[config.mk]
export PLATFORM = sky130hd
export DESIGN_NAME = cpu_irq_ctrl
export DESIGN_NICKNAME = d
export VERILOG_FILES = /design/src/rtl/cpu_pkg.sv /design/src/rtl/prio_enc.sv /design/src/rtl/cpu_irq_ctrl.sv
export SDC_FILE = /design/constraint.sdc
export NUM_CORES = 1
export LEC_CHECK = 0
export CAP_MARGIN = 20
export CORE_MARGIN = 1
export CORE_UTILIZATION = 37
export DETAILED_ROUTE_END_ITERATION = 16
export HOLD_SLACK_MARGIN = 0.12
export PLACE_DENSITY = 0.84
export SYNTH_ARGS = -nofsm -noshare
export SYNTH_HDL_FRONTEND = slang
export SYNTH_SLANG_ARGS = --single-unit
export TNS_END_PERCENT = 10
[constraint.sdc]
create_clock -name clk -period 2.1 [get_ports clk]
set_clock_uncertainty 0.2 [all_clocks]
set_input_delay 0.525 -clock clk [delete_from_list [all_inputs] [get_ports clk]]
set_output_delay 0.525 -clock clk [all_outputs]
set_load 0.01 [all_outputs]
[src/rtl/cpu_pkg.sv]
// ============================================================================
//  Module      : cpu_pkg
//  Description : Shared constants, trap FSM encoding and helper functions for
//                the CPU trap controller.
//  Revision    : 1.0 - initial release
// ============================================================================
`default_nettype none

package cpu_pkg;

  // Default trap vectors: exception entry, and interrupt line 0 entry
  localparam logic [31:0] EXC_VEC_DEFAULT  = 32'h8000_0008;
  localparam logic [31:0] IRQ_BASE_DEFAULT = 32'h8000_0010;

  // Trap controller state: normal execution or a handler running
  typedef enum logic [0:0] {
    ST_RUN     = 1'b0,
    ST_SERVICE = 1'b1
  } trap_state_e;

  // Cause field: one exception flag bit above the interrupt line index
  function automatic int cause_width(input int num_irq);
    return $clog2(num_irq) + 1;
  endfunction

endpackage : cpu_pkg

`default_nettype wire

[src/rtl/prio_enc.sv]
// ============================================================================
//  Module      : prio_enc
//  Description : Lowest-index-wins priority encoder. Reports whether any
//                request bit is set and the index of the lowest set bit.
//  Revision    : 1.0 - initial release
// ============================================================================
`default_nettype none

module prio_enc #(
  parameter int N = 8,
  localparam int IDX_W = (N > 1) ? $clog2(N) : 1
) (
  input  logic [N-1:0]     req,
  output logic             any,
  output logic [IDX_W-1:0] idx
);

  // Scan from the top down so the lowest set bit is the last one written
  always_comb begin
    any = |req;
    idx = '0;
    for (int i = N - 1; i >= 0; i--) begin
      if (req[i]) begin
        idx = IDX_W'(i);
      end
    end
  end

endmodule : prio_enc

`default_nettype wire

[src/rtl/cpu_irq_ctrl.sv]
// ============================================================================
//  Module      : cpu_irq_ctrl
//  Description : Trap controller beside the ID stage. Latches edge-triggered
//                interrupt requests, passes level requests through, applies
//                the mask, and replaces the ID instruction with a trap for
//                the illegal-instruction exception (highest priority) or the
//                lowest-numbered unmasked interrupt. Holds EPC and cause
//                until the handler executes its return instruction.
//  Revision    : 1.0 - initial release
// ============================================================================
`default_nettype none

module cpu_irq_ctrl
  import cpu_pkg::*;
#(
  parameter int                   NUM_IRQ   = 8,
  parameter int                   PC_W      = 32,
  parameter logic [NUM_IRQ-1:0]   EDGE_MASK = {NUM_IRQ{1'b1}},
  parameter logic [PC_W-1:0]      EXC_VEC   = PC_W'(EXC_VEC_DEFAULT),
  parameter logic [PC_W-1:0]      IRQ_BASE  = PC_W'(IRQ_BASE_DEFAULT)
) (
  input  logic                              clk,
  input  logic                              reset_b,
  input  logic [NUM_IRQ-1:0]                irq_in,
  input  logic                              mask_we,
  input  logic [NUM_IRQ-1:0]                mask_wdata,
  input  logic                              exc_req,
  input  logic                              id_valid,
  input  logic [PC_W-1:0]                   id_pc,
  input  logic                              eret,
  output logic                              trap_take,
  output logic [PC_W-1:0]                   trap_vector,
  output logic [PC_W-1:0]                   epc,
  output logic [cause_width(NUM_IRQ)-1:0]   cause,
  output logic                              in_service,
  output logic [NUM_IRQ-1:0]                irq_mask,
  output logic [NUM_IRQ-1:0]                pending,
  output logic                              double_fault
);

  localparam int IDX_W   = $clog2(NUM_IRQ);
  localparam int CAUSE_W = cause_width(NUM_IRQ);

  trap_state_e          state;
  trap_state_e          state_next;

  logic [NUM_IRQ-1:0]   irq_q;
  logic [NUM_IRQ-1:0]   pend;
  logic [NUM_IRQ-1:0]   pend_set;
  logic [NUM_IRQ-1:0]   pend_clr;
  logic [NUM_IRQ-1:0]   req;
  logic                 req_any;
  logic [IDX_W-1:0]     req_idx;
  logic [PC_W-1:0]      irq_vec;
  logic [CAUSE_W-1:0]   take_cause;
  logic                 take_irq;
  logic                 df_set;

  // Edge lines report the latched flag; level lines report the raw input.
  // pend never sets on level lines, so its level bits stay zero.
  assign pending    = (pend & EDGE_MASK) | (irq_in & ~EDGE_MASK);
  assign req        = pending & ~irq_mask;
  assign irq_vec    = IRQ_BASE + (PC_W'(req_idx) << 2);
  assign in_service = (state == ST_SERVICE);

  // A rising edge sets the flag; only a taken interrupt for that line clears
  // it. Set is OR-ed in last so a new edge survives a same-cycle clear.
  assign pend_set = irq_in & ~irq_q & EDGE_MASK;
  assign pend_clr = take_irq ? (NUM_IRQ'(1) << req_idx) : '0;

  prio_enc #(
    .N   (NUM_IRQ)
  ) u_prio_enc (
    .req (req),
    .any (req_any),
    .idx (req_idx)
  );

  // Next-state and trap decision; exception outranks any interrupt
  always_comb begin
    state_next  = state;
    trap_take   = 1'b0;
    trap_vector = EXC_VEC;
    take_cause  = '0;
    take_irq    = 1'b0;
    df_set      = 1'b0;
    case (state)
      ST_RUN: begin
        if (!exc_req && req_any) begin
          trap_vector = irq_vec;
        end
        if (id_valid && (exc_req || req_any)) begin
          trap_take  = 1'b1;
          state_next = ST_SERVICE;
          if (exc_req) begin
            take_cause = {1'b1, {IDX_W{1'b0}}};
          end else begin
            take_irq   = 1'b1;
            take_cause = {1'b0, req_idx};
          end
        end
      end
      ST_SERVICE: begin
        // No nesting: a fault inside a handler is only flagged
        if (id_valid && exc_req) begin
          df_set = 1'b1;
        end
        if (id_valid && eret) begin
          state_next = ST_RUN;
        end
      end
      default: begin
        state_next = ST_RUN;
      end
    endcase
  end

  // FSM state register
  always_ff @(posedge clk or posedge reset_b) begin
    if (reset_b) begin
      state <= ST_RUN;
    end else begin
      state <= state_next;
    end
  end

  // Input history and latched edge requests
  always_ff @(posedge clk or posedge reset_b) begin
    if (reset_b) begin
      irq_q <= '0;
      pend  <= '0;
    end else begin
      irq_q <= irq_in;
      pend  <= (pend & ~pend_clr) | pend_set;
    end
  end

  // Mask register; a same-cycle take has already used the old value
  always_ff @(posedge clk or posedge reset_b) begin
    if (reset_b) begin
      irq_mask <= '1;
    end else if (mask_we) begin
      irq_mask <= mask_wdata;
    end
  end

  // Trap context: return PC and cause captured on every take
  always_ff @(posedge clk or posedge reset_b) begin
    if (reset_b) begin
      epc   <= '0;
      cause <= '0;
    end else if (trap_take) begin
      epc   <= id_pc;
      cause <= take_cause;
    end
  end

  // Sticky double-fault flag, cleared only by reset
  always_ff @(posedge clk or posedge reset_b) begin
    if (reset_b) begin
      double_fault <= 1'b0;
    end else if (df_set) begin
      double_fault <= 1'b1;
    end
  end

endmodule : cpu_irq_ctrl

`default_nettype wire

==> results of run 1 <==
## worst register-to-register path, stage by stage, from the launching register on
cell and delay (ns):
dfstp_2 0.37, and2b_1 0.27, buf_6 0.13, nor2b_4 0.04
and3_4 0.19, a31oi_4 0.20, buf_4 0.24, buf_12 0.25
mux2_2 0.38
## sequential cells by signal, indices dropped and copies added (netlist names)
register      count
irq_q             8
cause             4
epc              32
pending           8
in_service        1
irq_mask          8
double_fault      1
## per-stage QoR
stage / cell area [um2] / hold slack, ns
after global placement: 4280 / 0.202
after CTS: 4470 / 0.218
after floorplan: 2980 / 0.200
after global routing: 4490 / 0.235
after detailed placement: 4280 / 0.209
final: 4490 / 0.216
## area by class of cell
type                    count  area share, %
clock inverters             4           1.06
flip-flops and latches     62           34.8
repair buffers            154           32.3
clock buffers              12           3.23
multi-input cells         135           24.6
inverters                  14           1.25
well taps                  99           2.76
## kinds of logic (layout without fill, tap and decap cells)
logic type / Yosys count / count (layout) / synth area share [%]
other: 2 / 28 / 0.261
AND/OR/NAND/NOR: 35 / 35 / 7.58
AO/OA/AOI/OAI: 33 / 33 / 7.67
multiplexers: 39 / 39 / 18.6
buffers and inverters: 47 / 184 / 11.6
flip-flops: 62 / 62 / 54.4
## cells in the final DEF (no fill, tap or decap), types with 2 or more instances in the layout
master / n
a21o_2: 3
a21oi_1: 3
and2_1: 2
buf_12: 2
buf_2: 3
buf_4: 40
buf_6: 2
clkbuf_1: 2
clkbuf_8: 10
clkdlybuf4s50_1: 92
clkinv_2: 2
clkinvlp_4: 2
conb_1: 28
dfrtp_1: 53
dfstp_2: 8
dlygate4sd2_1: 9
dlymetal6s2s_1: 5
inv_1: 13
mux2_2: 14
mux2_4: 25
nand2_1: 9
nand2b_1: 5
nor2_1: 3
nor2b_4: 2
nor3_1: 3
o21ai_0: 15
o22ai_1: 3
o31ai_1: 3
## worst min path at each step
| stage | startpoint | endpoint | slack (ns) | cells past startpoint |
|---|---|---|---|---|
| final | irq_q[2] | pending[2] | 0.22 | 1 |
| after CTS | irq_q[2] | pending[2] | 0.22 | 1 |
| after global placement | irq_q[2] | pending[2] | 0.20 | 1 |
| after global routing | irq_q[7] | pending[7] | 0.23 | 1 |
| after floorplan | irq_q[0] | pending[0] | 0.20 | 1 |
| after detailed placement | irq_q[2] | pending[2] | 0.21 | 1 |
## per-layer routing
metal / GRT usage, % / up-vias / wire, um
met4: 7.66 / 0 / 112
li1: - / 1009 / -
met2: 28.7 / 98 / 3270
met3: 4.91 / 12 / 451
met1: 20.4 / 1034 / 2840
met5: 0 / - / 0
## power by group
part           internal, mW  switching, mW
Sequential             1.50          0.169
Clock                 0.577          0.451
Combinational          1.05          0.586
Total                  3.13           1.21
## timing repair
action                     CTS  global route
buffers inserted             1             0
cloned                       0             0
gates resized for setup     35             7
hold buffers                 0             0
setup endpoints to repair   47            43
pin swaps                    3             0
==> impl_metrics.yaml, run 1 <==
finish:
  final_cell_count_no_fill: 480
  seq_area_um2: 1560
  n_fill_cell: 581
  syn2layout_area_growth_pct: 56.3
  antennaDiodeCount: 0
  utilization_pct: 60.9
  multi_input_area_um2: 1100
  final_layout_size_suffix_gt1_share_pct: 32.3
  final_net_count: 430
sta:
  min_period_over_period_pct: 120
  rsz0062_at_grt: "yes"
  fin_ws_ns: -0.425
  fin_crit_ns: 2.53
  setup_viol: 37
  tns_ns: -9.62
  drv_slew: 0
  fmax_ghz: 0.396
  hold_viol: 0
synth:
  seq_area_frac_synth_pct: 54.4
  synth_common_cells: "dfrtp_1, buf_4, mux2_4"
  syn_avg_cell_area_um2: 13.2
  ys_types: 39
  syn_inst: 218
  synth_edf_count: 0
  synthesis.area_um2: 2870
  synth.area.top_cells: "dfrtp_1, mux2_4, buf_4"
  yosys_register_bits: 62
  yosysMostFrequentCell: "dfrtp_1"
  synth_flop_cell: "dfrtp_1"
  post-synth-top-area-fraction_pct: 47.0
  async_reset_ff_share_pct: 100
  yosysTopAreaCell: "dfrtp_1"
  ys.warnings.count: 0
grt:
  antenna_found_initial: 0
  grt.overflow.total: 0
  grt_pass1_vias: 2241
  grt.total_usage_pct: 17.1
  grt_pass1_wl_um: 10900
  grt_max_degree: 63
setup_path:
  start_kind: "register"
  endpoint_kind: "output pin"
  cp-endpoint: "trap_take"
  crit_required_ns: 1.37
  reg2reg_slack_ns: -0.29
  slowest_stage: "dfstp_2"
  cp_slowest_stage_delay_ns: 0.53
  cp_num_buf_inv: 2
  cp_max_fo: 3
  timing.rr.start: "irq_mask[4]"
  rr_worst_depth: 8
  cp_common_cell: "buf_6"
  worstSetupPathType: "register to output pin"
  timing.critical_path.from: "irq_mask[4]"
  critPathTopFamily: "simple AND/OR/NAND/NOR gates"
  worst_ep_arrival_time_ns: 1.80
  worstSetupPathDepth: 6
  reg2reg_to: "epc[30]"
  crit_chain: "and2b_1 -> buf_6 -> nor2b_4 -> and3_4 -> a31oi_4 -> buf_6"
routing:
  drt-total-wl_um: 6680
  viasPerCell: 4.49
  vias: 2153
  final_antenna_net_count: 0
  wl_per_cell_um: 13.9
  drc: 0
  drt_iter0_drc: 54
  firstDrtPassIters: 4
clock_network:
  cts_tree: "done"
  cts_max_level: 3
  cts.sinks: 62
  insertion_delay_ns: 0.33
  numCtsBuffers: 9
  root_buffer: "clkbuf_8"
  clk_pin_slew_ns: 0.07
  cts.path.max_buffers: 2
status:
  status: "finished with violations"
  violations: "setup timing"
die:
  dieArea_um2: 8120
  ioPinCount: 141
  dieWidth_um: 90.1
  start_util_pct: 39.0
  die_y_um: 90.1
  rows: 31
  core_um2: 7370
pwr:
  power_density_nw_per_um2: 965
  p_total_mw: 4.33
  power_leakage_nw: 2.02
  peakVddDrop_mv: 0.701
placed_design:
  hpwl_um: 4870
  io_buffers: 112
  place_congestion: 0.805
  preCtsSetupSlack_ns: -0.652
  dp_cells: 463
job:
  maxCapViolations: 0
min_path:
  hp-class: "register to register"
Power figures use the tool's default switching activity.
==> run 2, diff against run 1 <==
--- a/config.mk
+++ b/config.mk
@@ -5,12 +5,13 @@
 export SDC_FILE = /design/constraint.sdc
 export NUM_CORES = 1
 export LEC_CHECK = 0
+export ABC_AREA = 1
 export CAP_MARGIN = 20
 export CORE_MARGIN = 1
-export CORE_UTILIZATION = 37
+export CORE_UTILIZATION = 36
 export DETAILED_ROUTE_END_ITERATION = 16
 export HOLD_SLACK_MARGIN = 0.12
-export PLACE_DENSITY = 0.84
+export PLACE_DENSITY = 0.83
 export SYNTH_ARGS = -nofsm -noshare
 export SYNTH_HDL_FRONTEND = slang
 export SYNTH_SLANG_ARGS = --single-unit
==> run 2 against run 1 <==
Effect of this change:
- the run still ends with setup timing left
- global-route usage increased by 0.49 points
- first-iteration DRC count increased by 72%
- die area increased by 1.2%
- combinational power decreased by 14%
- clock power about the same
- flip-flop and latch count unchanged
==> impl_metrics.yaml, run 2 <==
setup_path:
  cp_max_fo: 3
  endpoint_kind: "output pin"
  worstSetupPathType: "register to output pin"
  worst_ep_arrival_time_ns: 1.74
  start_kind: "register"
  crit_required_ns: 1.37
pwr:
  p_int_mw: 2.81
  sequentialPowerShare_pct: 40.4
  peakVddDrop_mv: 0.467
  swShare_pct: 31.3
  p_total_mw: 4.08
  power_density_nw_per_um2: 944
  p_clk_share_pct: 25.1
  comb_power_share_pct: 34.4
  power_leakage_nw: 2.15
  p_switching_mw: 1.28
synth:
  yosys_register_bits: 62
  post-synth-top-area-fraction_pct: 47.7
  yosysMostFrequentCell: "nand2_1"
  seq_area_frac_synth_pct: 55.2
  syn_avg_cell_area_um2: 8.90
  yosys.area_share.simple_pct: 26.9
  synthesis.area_um2: 2830
  syn_inst: 318
  synth_common_cells: "nand2_1, dfrtp_1, nand2_2"
  synthMuxAreaShare_pct: 0
  async_reset_ff_share_pct: 100
  synth_top_family_by_area: "simple AND/OR/NAND/NOR gates"
  synth.area.top_cells: "dfrtp_1, nand2_1, buf_4"
  synth_xor_xnor_area_share_pct: 0
  synth_edf_count: 0
  ys.warnings.count: 0
  synthAdderAreaFrac_pct: 0
  yosysTopAreaCell: "dfrtp_1"
  synth_compound_area_share_pct: 3.36
  synth_flop_cell: "dfrtp_1"
  ys_types: 22
routing:
  drc: 0
  vias: 2427
  firstDrtPassIters: 4
  wl_per_cell_um: 12.2
  final_antenna_net_count: 0
  viasPerCell: 4.33
  drt_iter0_drc: 93
  drt-total-wl_um: 6810
sta:
  rsz0062_at_grt: "yes"
  fin_ws_ns: -0.370
  setup_viol: 42
  drv_slew: 0
  hold_viol: 0
  fmax_ghz: 0.405
  min_period_over_period_pct: 118
  fin_crit_ns: 2.47
  fin_hold_ws_ns: 0.229
  tightest_slew_ns: 0.528
  relSlewSlack_pct: 64.8
die:
  dieWidth_um: 90.7
  die_y_um: 90.7
  rows: 31
  ioPinCount: 141
  dieArea_um2: 8220
  start_util_pct: 38.2
  core_um2: 7410
grt:
  grt_max_degree: 63
  grt.overflow.total: 0
  grt.total_usage_pct: 17.6
  grt_pass1_vias: 2420
  antenna_found_initial: 0
  grt_pass1_wl_um: 11300
finish:
  largest_reg_flops: 32
  final_net_count: 511
  layout_common_cells: "nand2_1, clkdlybuf4s50_1, dfrtp_1"
  final_area_um2: 4330
  syn2layout_area_growth_pct: 52.9
  largest-register: "epc"
  antennaDiodeCount: 0
  final_common_cell: "nand2_1"
  final_layout_size_suffix_gt1_share_pct: 24.3
  n_fill_cell: 629
  final_cell_count_no_fill: 560
placed_design:
  place_congestion: 0.786
  dp_cells: 542
  io_buffers: 112
  preCtsSetupSlack_ns: -0.519
  hpwl_um: 4880
  place_area_um2: 4060
clock_network:
  numCtsBuffers: 9
  clk_pin_slew_ns: 0.07
  cts_tree: "done"
  cts.sinks: 62
  cts.path.max_buffers: 2
  root_buffer: "clkbuf_8"
  cts_max_level: 3
  insertion_delay_ns: 0.34
min_path:
  hp-class: "register to register"
status:
  violations: "setup timing"
  status: "finished with violations"
job:
  maxCapViolations: 0
run 2: changes by cell type in the layout (fill, tap and decap cells not counted), moves of 4 or more:
cell      change
inv_1         +6
mux2_2       -14
nand3_1       +4
inv_2         +8
nand2b_1      -5
nand2_2      +39
buf_4        -15
mux2_4       -25
nand2_1     +103
run 2: path summary, 6_finish.rpt:
check                       startpoint           to  slack (ns)  depth (start not counted)
setup / recovery           irq_mask[1]    trap_take       -0.37                          9
hold / removal                irq_q[3]   pending[3]        0.23                          1
setup reg to reg           irq_mask[1]     cause[0]       -0.08                         10
hold reg to reg               irq_q[3]   pending[3]        0.23                          1
max in group asynchronous      reset_b  irq_mask[3]        0.97                          3
min in group asynchronous      reset_b      epc[19]        0.40                          3
run 2: stage by stage:
stage	utilization [%]	TNS (ns)
final	58.4	-3.07
after global routing	58.4	-8.53
after CTS	57.9	-4.12
after detailed placement	54.8	-2.93
after global placement	54.8	-2.62
after floorplan	-	0
run 2: cells by family after synthesis:
family,Yosys count
flip-flops,62
AO/OA/AOI/OAI,18
AND/OR/NAND/NOR,172
other,2
buffers and inverters,64
run 2: critical path, cell delays in order (launching register included):
cell and delay [ns]:
dfstp_2 0.53, inv_2 0.05, nand2_2 0.10, nand2_4 0.08, nor3_4 0.22, buf_4 0.15
nand2_2 0.04, nand3_2 0.07, inv_2 0.05, buf_6 0.11
run 2: metal layers:
metal	wire length (um)	vias to the layer above	global-route usage, %
met5	0	-	0
met2	3550	98	31.8
met4	59	0	6.05
met3	444	6	4.80
met1	2750	1140	19.8
li1	-	1183	-
run 2: repair_timing:
action | in CTS | in global routing
pin swaps | 7 | 7
hold buffers | 0 | 0
hold endpoints to repair | 0 | 0
gates resized for setup | 44 | 15
buffers inserted | 3 | 0
endpoints found under the setup margin | 20 | 49
run 2: power groups by stage:
stage	registers [mW]	logic (mW)	clock network (mW)
after floorplan	1.79	0.523	0
after global placement	1.66	1.37	0
after detailed placement	1.67	1.40	0
after CTS	1.65	1.41	1.05
after global routing	1.69	1.53	1.11
final	1.65	1.41	1.03
run 2: area by class of cell:
| cell class | count | area (um2) | share of cell area [%] |
|---|---|---|---|
| Clock buffer | 10 | 138 | 3.18 |
| Inverter | 28 | 109 | 2.52 |
| Clock inverter | 5 | 60.1 | 1.39 |
| Multi-Input combinational cell | 218 | 1020 | 23.6 |
| Sequential cell | 62 | 1560 | 36.1 |
| Timing Repair Buffer | 138 | 1310 | 30.3 |
| Tap cell | 99 | 124 | 2.86 |
